## src/rtl/drain_scheduler_if.sv

```systemverilog
// Handshake and write-port bundle between the drain scheduler and its
// environment (tile start, buffer backpressure, mux/serializer controls).
interface drain_scheduler_if #(
  parameter int CHANNEL_N = 2,
  parameter int ADDR_W    = 10
);
  logic                         mac_output_valid;
  logic [ADDR_W-1:0]            base_addr;
  logic [ADDR_W-1:0]            row_stride;
  logic                         out_ready;
  logic [$clog2(CHANNEL_N)-1:0] mux_sel;
  logic [CHANNEL_N-1:0]         ser_shift;
  logic                         wr_en;
  logic [ADDR_W-1:0]            wr_addr;
  logic                         busy;
  logic                         done;
  logic                         overrun;

  modport master (
    output mac_output_valid, base_addr, row_stride, out_ready,
    input  mux_sel, ser_shift, wr_en, wr_addr, busy, done, overrun
  );

  modport slave (
    input  mac_output_valid, base_addr, row_stride, out_ready,
    output mux_sel, ser_shift, wr_en, wr_addr, busy, done, overrun
  );
endinterface

```

## src/rtl/drain_scheduler.sv

```systemverilog
// Drains the per-channel output serializers into the output buffer after
// each MAC tile, one row beat per accepted cycle.
//
// state | meaning
// IDLE  | waiting for a loaded tile
// XFER  | shifting beats out, channel by channel, row by row
// DONE  | one-cycle end-of-tile marker; accepts a back-to-back start
module drain_scheduler #(
  parameter int CHANNEL_N = 2,
  parameter int POX       = 3,
  parameter int POY       = 3,
  parameter int ADDR_W    = 10
) (
  input logic               clk,
  input logic               rst,
  drain_scheduler_if.slave  bus
);
  localparam int CW = (CHANNEL_N > 1) ? $clog2(CHANNEL_N) : 1;
  localparam int RW = (POY > 1) ? $clog2(POY) : 1;
  localparam logic [CW-1:0] CHAN_LAST = CW'(CHANNEL_N - 1);
  localparam logic [RW-1:0] ROW_LAST  = RW'(POY - 1);

  if (CHANNEL_N < 2 || POY < 1 || POX < 1) begin : g_param_check
    $error("drain_scheduler: CHANNEL_N must be >= 2, POY and POX >= 1");
  end

  typedef enum logic [1:0] {IDLE, XFER, DONE} state_t;

  state_t            state_q, state_d;
  logic [CW-1:0]     chan_cnt_q, chan_cnt_d;
  logic [RW-1:0]     row_cnt_q, row_cnt_d;
  logic [ADDR_W-1:0] cur_addr_q, cur_addr_d;
  logic [ADDR_W-1:0] stride_q, stride_d;
  logic [ADDR_W-1:0] wr_addr_q, wr_addr_d;
  logic [CW-1:0]     mux_sel_q, mux_sel_d;
  logic              wr_en_q, wr_en_d;
  logic              overrun_q, overrun_d;
  logic              beat;

  // A reset cycle must not shift a serializer, even though state is still XFER.
  assign beat = (state_q == XFER) && bus.out_ready && !rst;

  always_comb begin
    state_d    = state_q;
    chan_cnt_d = chan_cnt_q;
    row_cnt_d  = row_cnt_q;
    cur_addr_d = cur_addr_q;
    stride_d   = stride_q;
    wr_addr_d  = wr_addr_q;
    mux_sel_d  = mux_sel_q;
    wr_en_d    = 1'b0;
    overrun_d  = overrun_q;
    case (state_q)
      IDLE, DONE: begin
        if (bus.mac_output_valid) begin
          state_d    = XFER;
          cur_addr_d = bus.base_addr;
          stride_d   = bus.row_stride;
          chan_cnt_d = '0;
          row_cnt_d  = '0;
        end else if (state_q == DONE) begin
          state_d = IDLE;
        end
      end
      XFER: begin
        mux_sel_d = chan_cnt_q;
        if (bus.mac_output_valid) overrun_d = 1'b1;
        if (beat) begin
          wr_en_d    = 1'b1;
          wr_addr_d  = cur_addr_q;
          cur_addr_d = cur_addr_q + stride_q;
          if (row_cnt_q == ROW_LAST) begin
            row_cnt_d = '0;
            if (chan_cnt_q == CHAN_LAST) begin
              chan_cnt_d = '0;
              state_d    = DONE;
            end else begin
              chan_cnt_d = chan_cnt_q + CW'(1);
            end
          end else begin
            row_cnt_d = row_cnt_q + RW'(1);
          end
        end
      end
      default: state_d = IDLE;
    endcase
  end

  always_ff @(posedge clk) begin
    if (rst) begin
      state_q    <= IDLE;
      chan_cnt_q <= '0;
      row_cnt_q  <= '0;
      cur_addr_q <= '0;
      stride_q   <= '0;
      wr_addr_q  <= '0;
      mux_sel_q  <= '0;
      wr_en_q    <= 1'b0;
      overrun_q  <= 1'b0;
    end else begin
      state_q    <= state_d;
      chan_cnt_q <= chan_cnt_d;
      row_cnt_q  <= row_cnt_d;
      cur_addr_q <= cur_addr_d;
      stride_q   <= stride_d;
      wr_addr_q  <= wr_addr_d;
      mux_sel_q  <= mux_sel_d;
      wr_en_q    <= wr_en_d;
      overrun_q  <= overrun_d;
    end
  end

  // mux_sel follows the channel live in XFER and holds its last value elsewhere.
  assign bus.mux_sel   = mux_sel_d;
  assign bus.ser_shift = beat ? (CHANNEL_N'(1) << chan_cnt_q) : '0;
  assign bus.wr_en     = wr_en_q;
  assign bus.wr_addr   = wr_addr_q;
  assign bus.busy      = (state_q != IDLE);
  assign bus.done      = (state_q == DONE);
  assign bus.overrun   = overrun_q;
endmodule

```

## src/flat_wrapper.sv

```systemverilog
// flat-port wrapper written by rule: the top's interface ports become plain ports
module drain_scheduler_flat 
#(
  parameter int CHANNEL_N = 2,
  parameter int POX       = 3,
  parameter int POY       = 3,
  parameter int ADDR_W    = 10
)
  (clk, rst, bus_mac_output_valid, bus_base_addr, bus_row_stride, bus_out_ready, bus_mux_sel, bus_ser_shift, bus_wr_en, bus_wr_addr, bus_busy, bus_done, bus_overrun);
  drain_scheduler_if #(.CHANNEL_N(CHANNEL_N), .ADDR_W(ADDR_W)) bus_i ();
  input logic clk;
  input logic rst;
  input wire logic [$bits(bus_i.mac_output_valid)-1:0] bus_mac_output_valid;
  input wire logic [$bits(bus_i.base_addr)-1:0] bus_base_addr;
  input wire logic [$bits(bus_i.row_stride)-1:0] bus_row_stride;
  input wire logic [$bits(bus_i.out_ready)-1:0] bus_out_ready;
  output wire logic [$bits(bus_i.mux_sel)-1:0] bus_mux_sel;
  output wire logic [$bits(bus_i.ser_shift)-1:0] bus_ser_shift;
  output wire logic [$bits(bus_i.wr_en)-1:0] bus_wr_en;
  output wire logic [$bits(bus_i.wr_addr)-1:0] bus_wr_addr;
  output wire logic [$bits(bus_i.busy)-1:0] bus_busy;
  output wire logic [$bits(bus_i.done)-1:0] bus_done;
  output wire logic [$bits(bus_i.overrun)-1:0] bus_overrun;
  assign bus_i.mac_output_valid = bus_mac_output_valid;
  assign bus_i.base_addr = bus_base_addr;
  assign bus_i.row_stride = bus_row_stride;
  assign bus_i.out_ready = bus_out_ready;
  assign bus_mux_sel = bus_i.mux_sel;
  assign bus_ser_shift = bus_i.ser_shift;
  assign bus_wr_en = bus_i.wr_en;
  assign bus_wr_addr = bus_i.wr_addr;
  assign bus_busy = bus_i.busy;
  assign bus_done = bus_i.done;
  assign bus_overrun = bus_i.overrun;
  drain_scheduler #(.CHANNEL_N(CHANNEL_N), .POX(POX), .POY(POY), .ADDR_W(ADDR_W)) u_core (.clk(clk), .rst(rst), .bus(bus_i));
endmodule
```

## config.mk

```make
export PLATFORM = sky130hd
export DESIGN_NAME = drain_scheduler_flat
export DESIGN_NICKNAME = d
export VERILOG_FILES = /design/src/rtl/drain_scheduler_if.sv /design/src/rtl/drain_scheduler.sv /design/src/flat_wrapper.sv
export SDC_FILE = /design/constraint.sdc
export NUM_CORES = 1
export LEC_CHECK = 0
export BUFFER_PORTS_ARGS = -buffer_cell sky130_fd_sc_hd__buf_2
export CORE_MARGIN = 5
export CORE_UTILIZATION = 23
export CTS_CLUSTER_DIAMETER = 200
export DETAILED_ROUTE_END_ITERATION = 7
export MAX_ROUTING_LAYER = met4
export PLACE_DENSITY = 0.46
export SYNTH_ARGS = -nofsm -noshare
export SYNTH_HDL_FRONTEND = slang
export SYNTH_SLANG_ARGS = --single-unit
```

## constraint.sdc

```tcl
create_clock -name clk -period 4.5 [get_ports clk]
set_clock_uncertainty 0.2 [all_clocks]
set_input_delay 0.225 -clock clk [delete_from_list [all_inputs] [get_ports clk]]
set_output_delay 0.225 -clock clk [all_outputs]
set_load 0.01 [all_outputs]
```

# Yosys cells after proc, flatten, opt, wreduce, memory -nomap -nowiden
# Cells that the tools add are included.
[classes] add_sub_neg=3 eq_ne=8 n_shift=1 muxes=21 bitwise=1 n_reduce_logical=14
[ops] operator="two-way mux 10 bit" count=2
[ops] operator="case mux 10 bit (2 select lines)" count=1
[ops] operator="two-way mux 2 bit" count=9
[ops] operator="adder 10 bit" count=1
[ops] operator="case mux 2 bit (2 select lines)" count=2
[ops] operator="AND reduction 4 bit" count=2
[ops] operator="two-way mux 1 bit" count=6
[ops] operator="AND reduction 2 bit" count=3
[ops] operator="== test 2 bit, second input constant" count=2
[ops] operator="inequality test 2 x 1 -> 1 bit, second input constant" count=2
[ops] operator="inequality test 2 bit, second input constant" count=2
[ops] operator="nonzero test 2 bit" count=2
[ops] operator="OR reduction 2 bit" count=2
[ops] operator="inequality test 3 bit, second input constant" count=1
[ops] operator="AND reduction 3 bit" count=1
[ops] operator="adder 2 x 1 -> 2 bit, second input constant" count=1
[ops] operator="== test 2 x 1 -> 1 bit, second input constant" count=1
[ops] operator="logical AND 1 bit" count=2
[ops] operator="logical NOT 2 bit" count=1
[ops] operator="case mux 1 bit (2 select lines)" count=1
[ops] operator="left shift 1 x 1 -> 2 bit, first input constant" count=1
[ops] operator="adder 1 bit, second input constant" count=1
[ops] operator="logical NOT 1 bit" count=1
[ops] operator="NOT 1 bit" count=1
[word_totals] reg_bits=38 output_inout_bits=17 word_cells=57

# Longest topological paths before layout
[depth] word_depth=5 mapped_depth=7

# Worst setup path before layout
# No wires, ideal clock.
[synth_path] path_kind="register to register" startpoint="reg u_core.stride_q[0]" endpoint="reg u_core.cur_addr_q[8]" setup_ns=0.086 arrival_time_ns=1.863 slack_ns=2.352 stages_incl_launch_ff=8 path_buffers=0 cell_sequence="dfxtp_1 -> ha_1 -> fa_1 -> a211oi_2 -> nor2_2 -> o41ai_2 -> xor2_1 -> a211oi_1"
[synth_via] elab_chain_len=3
[synth_rtl] item="start, declared" line="drain_scheduler.sv:33" rtl="logic [ADDR_W-1:0] stride_q, stride_d;"
[synth_rtl] item="start signal, assigned" line="drain_scheduler.sv:105" rtl="stride_q <= stride_d;"
[synth_rtl] item="adder 10 bit" line="drain_scheduler.sv:71" rtl="cur_addr_d = cur_addr_q + stride_q;"
[synth_rtl] item="two-way mux 10 bit" line="drain_scheduler.sv:68" rtl="if (beat) begin"
[synth_rtl] item="case mux 10 bit (2 select lines)" line="drain_scheduler.sv:53" rtl="case (state_q)"
[synth_rtl] item="end signal, assigned" line="drain_scheduler.sv:104" rtl="cur_addr_q <= cur_addr_d;"
[synth_rtl] item="end, declared" line="drain_scheduler.sv:32" rtl="logic [ADDR_W-1:0] cur_addr_q, cur_addr_d;"
# Every way passes these cells. The select of a mux whose other input is x is not followed.
# A chain may end at the register's enable or synchronous reset.

# Worst setup path in the final report
[layout_path] startpoint="reg u_core.cur_addr_q[0]" endpoint="reg u_core.cur_addr_q[8]"
[layout_via] elab_chain_len=3
[layout_rtl] item="adder 10 bit" line="drain_scheduler.sv:71"
[layout_rtl] item="two-way mux 10 bit" line="drain_scheduler.sv:68"
[layout_rtl] item="case mux 10 bit (2 select lines)" line="drain_scheduler.sv:53"
# Every way passes these cells. The select of a mux whose other input is x is not followed.

==> metrics <==
pin count of the biggest net entering global routing=41; largest family of logic cells by synthesized area=compound AO/OA/AOI/OAI gates; drc violations=0; TritonRoute pass-1 iters=4; maximum clock insertion buffer count=2; antenna viol nets, final=0; Clk Latency, worst-skew pair=just under 300 ps; cells on worst reg2reg path=7; Rel. slew slack=~48%; max cap viols=0; layout net count=325; status=finished, final reports clean; endpoints failing setup=0; Synth Area in Adders=6.81%; vias in the first global route=roughly 1700; std cell rows=33; port buffer count=40; Die Span Y=just over 100 um; CP Capture Type=flip-flop; CTS root buf=clkbuf_8; H-tree levels=2; min cycle time layout=approximately 2300 ps; post-synthesis register bit count=38; Synthesis Warnings=0; starting density of the core=about a quarter; post-synth top area share=between 30% and 40%; Post-CTS Resized=0; CP Launch Type=flip-flop; Mapped Nets=roughly 280; WL final=5170 um; initial antenna violation count=0; DPL Wire Length=approximately 3800 um; Core Region=around 8200 um^2; first-pass GRT wire length=roughly 8500 um; pwr dens=around 310 nW/um^2; synthesis-to-layout area growth=25.4%; clock slew at reported path FFs=roughly 80 ps; Critical Path RT=between 4000 and 5000 ps; share of synthesized registers carrying an async set or reset=0%; # placed instances=~380; Post-Synth Simple-Gate Area=roughly 22%; grt total ovfl=0; hold path depth=3; period utilization=slightly above 50%; synthesized area per cell=around 8 um^2; Final Hold Violating Endpoints=0; drt wl/cell=roughly 13 um; P_leak=around 1.0 nW; n_diodes=0; CP Max Fanout=3; Die Width=approximately 100 um; Peak VDD IR=between 0.1 and 0.15 mV; Pins Over Slew Limit=0; global-route total usage across every layer=a little over a tenth; Final WS setup=around 2200 ps; worst min-delay path category=in -> reg; post-synthesis mux area share=1.67%; Cells after Synth=~240; share of layout cells above drive strength 1=roughly a fifth; post-DR vias/cell=4.47; Post-Synth XOR/XNOR Area=about 1.8%; top post-synthesis cells by count=nand2_1, dfxtp_1, a21oi_1; Setup TNS=0 ps; non-filler cells, final=397; RSZ-0062 raised after global routing=false; Synth cell types=40; Initial DRC Count=63; clk sink count=38; post-layout util=approximately 30%; CP arrival=approximately 2300 ps; top post-synthesis cells by area=dfxtp_1, nand2_1, a21oi_1; Crit Path Category=reg -> reg; placer congestion estimate=approximately 0.84; Slew @ Worst Pin=777 ps; TritonCTS clock tree=yes; largest area contributor in the netlist=dfxtp_1; number of CTS-inserted buffers=5; EDFF count, synth=0; Final Total Pwr=between 0.0007 and 0.0008 W; full die area=10400 um^2; IO Count=slightly above 40; sequential share of the synthesized area=around 40%; Primary FF master, synth=dfxtp_1; max frequency=0.442 GHz; worst slack, placed=2250 ps; Vias=roughly 1800; post-synthesis compound-gate area fraction=between 20 and 25%; synthesized area=1950 um^2; cell with the most instances after synthesis=nand2_1
-- report_power, final --
group | switching, W | leakage (nW) | internal, W
logic | 0.0000821 | 0.691 | 0.0000612
clock network | 0.000125 | 0.0472 | 0.000123
registers | 0.0000165 | 0.311 | 0.000355
-- metrics by stage --
step	hold WS (ps)	instance area, um^2
floorplan	132	1950
finish	9.04	2440
CTS	1.40	2440
detailed placement	244	2230
global route	6.20	2440
global placement	243	2230
-- placed cells by master (no fill, tap or decap), types with 3 or more instances in the layout --
cell type	n
nand2_1	56
buf_2	40
dfxtp_1	38
a21oi_1	34
nor2_1	18
dlygate4sd3_1	12
o21ai_0	10
ha_1	9
a211oi_1	7
clkbuf_8	6
nor2b_1	5
inv_1	5
nor3_1	4
nand2b_1	4
a21o_1	3
o21ai_1	3
xor2_1	3
-- path summary, 6_finish.rpt --
kind / start / endpoint / slack [ps]
max: u_core.cur_addr_q[0]$_SDFFE_PP0P_ / u_core.cur_addr_q[8]$_SDFFE_PP0P_ / 2240
min: bus_row_stride[0] / u_core.stride_q[0]$_SDFFE_PP0P_ / 9
max reg2reg: u_core.cur_addr_q[0]$_SDFFE_PP0P_ / u_core.cur_addr_q[8]$_SDFFE_PP0P_ / 2240
min reg2reg: u_core.bus.wr_addr[2]$_SDFFE_PP0P_ / u_core.bus.wr_addr[2]$_SDFFE_PP0P_ / 250
-- layer usage --
metal | global-route usage (%) | vias up | share of wire, %
met5 | - | - | 0
met4 | 3.33 | 0 | 1.5
met3 | 2.39 | 4 | 4.3
met2 | 16.8 | 35 | 46
met1 | 13.6 | 795 | 48
li1 | - | 940 | -
-- layout make-up --
| cell class | count | area, um^2 |
|---|---|---|
| clock buffers | 6 | 82.6 |
| clock inverters | 2 | 12.5 |
| fillers | 889 | 5770 |
| inverters | 5 | 18.8 |
| multi-input cells | 188 | 1110 |
| flip-flops and latches | 38 | 761 |
| well taps | 105 | 131 |
| repair buffers | 53 | 328 |
-- sequential cells by signal (all words and copies together) (netlist names) --
signal / flops
u_core.bus.overrun: 1
u_core.bus.wr_addr: 10
u_core.bus.wr_en: 1
u_core.chan_cnt_q: 1
u_core.cur_addr_q: 10
u_core.mux_sel_q: 1
u_core.row_cnt_q: 2
u_core.state_q: 2
u_core.stride_q: 10
-- cell families after synthesis --
family / after synthesis
AO/OA/AOI/OAI: 73
flip-flops: 38
adder cells (fa/ha/maj): 10
AND/OR/NAND/NOR: 98
buffers and inverters: 17
XOR/XNOR: 4
multiplexers: 3
-- what timing repair did --
action,in CTS,in global routing
setup endpoints to repair,0,0
endpoints found under the hold margin,12,0
setup buffers,0,0
hold buffers,12,0
-- critical path, cell delays in order, from the launching register on --
cell and delay (ps):
dfxtp_1 330, ha_1 230, fa_1 450, a211oi_2 260
nor2_2 90, o41ai_2 300, xor2_1 110, a211oi_1 220
(Power assumes the default switching activity.)
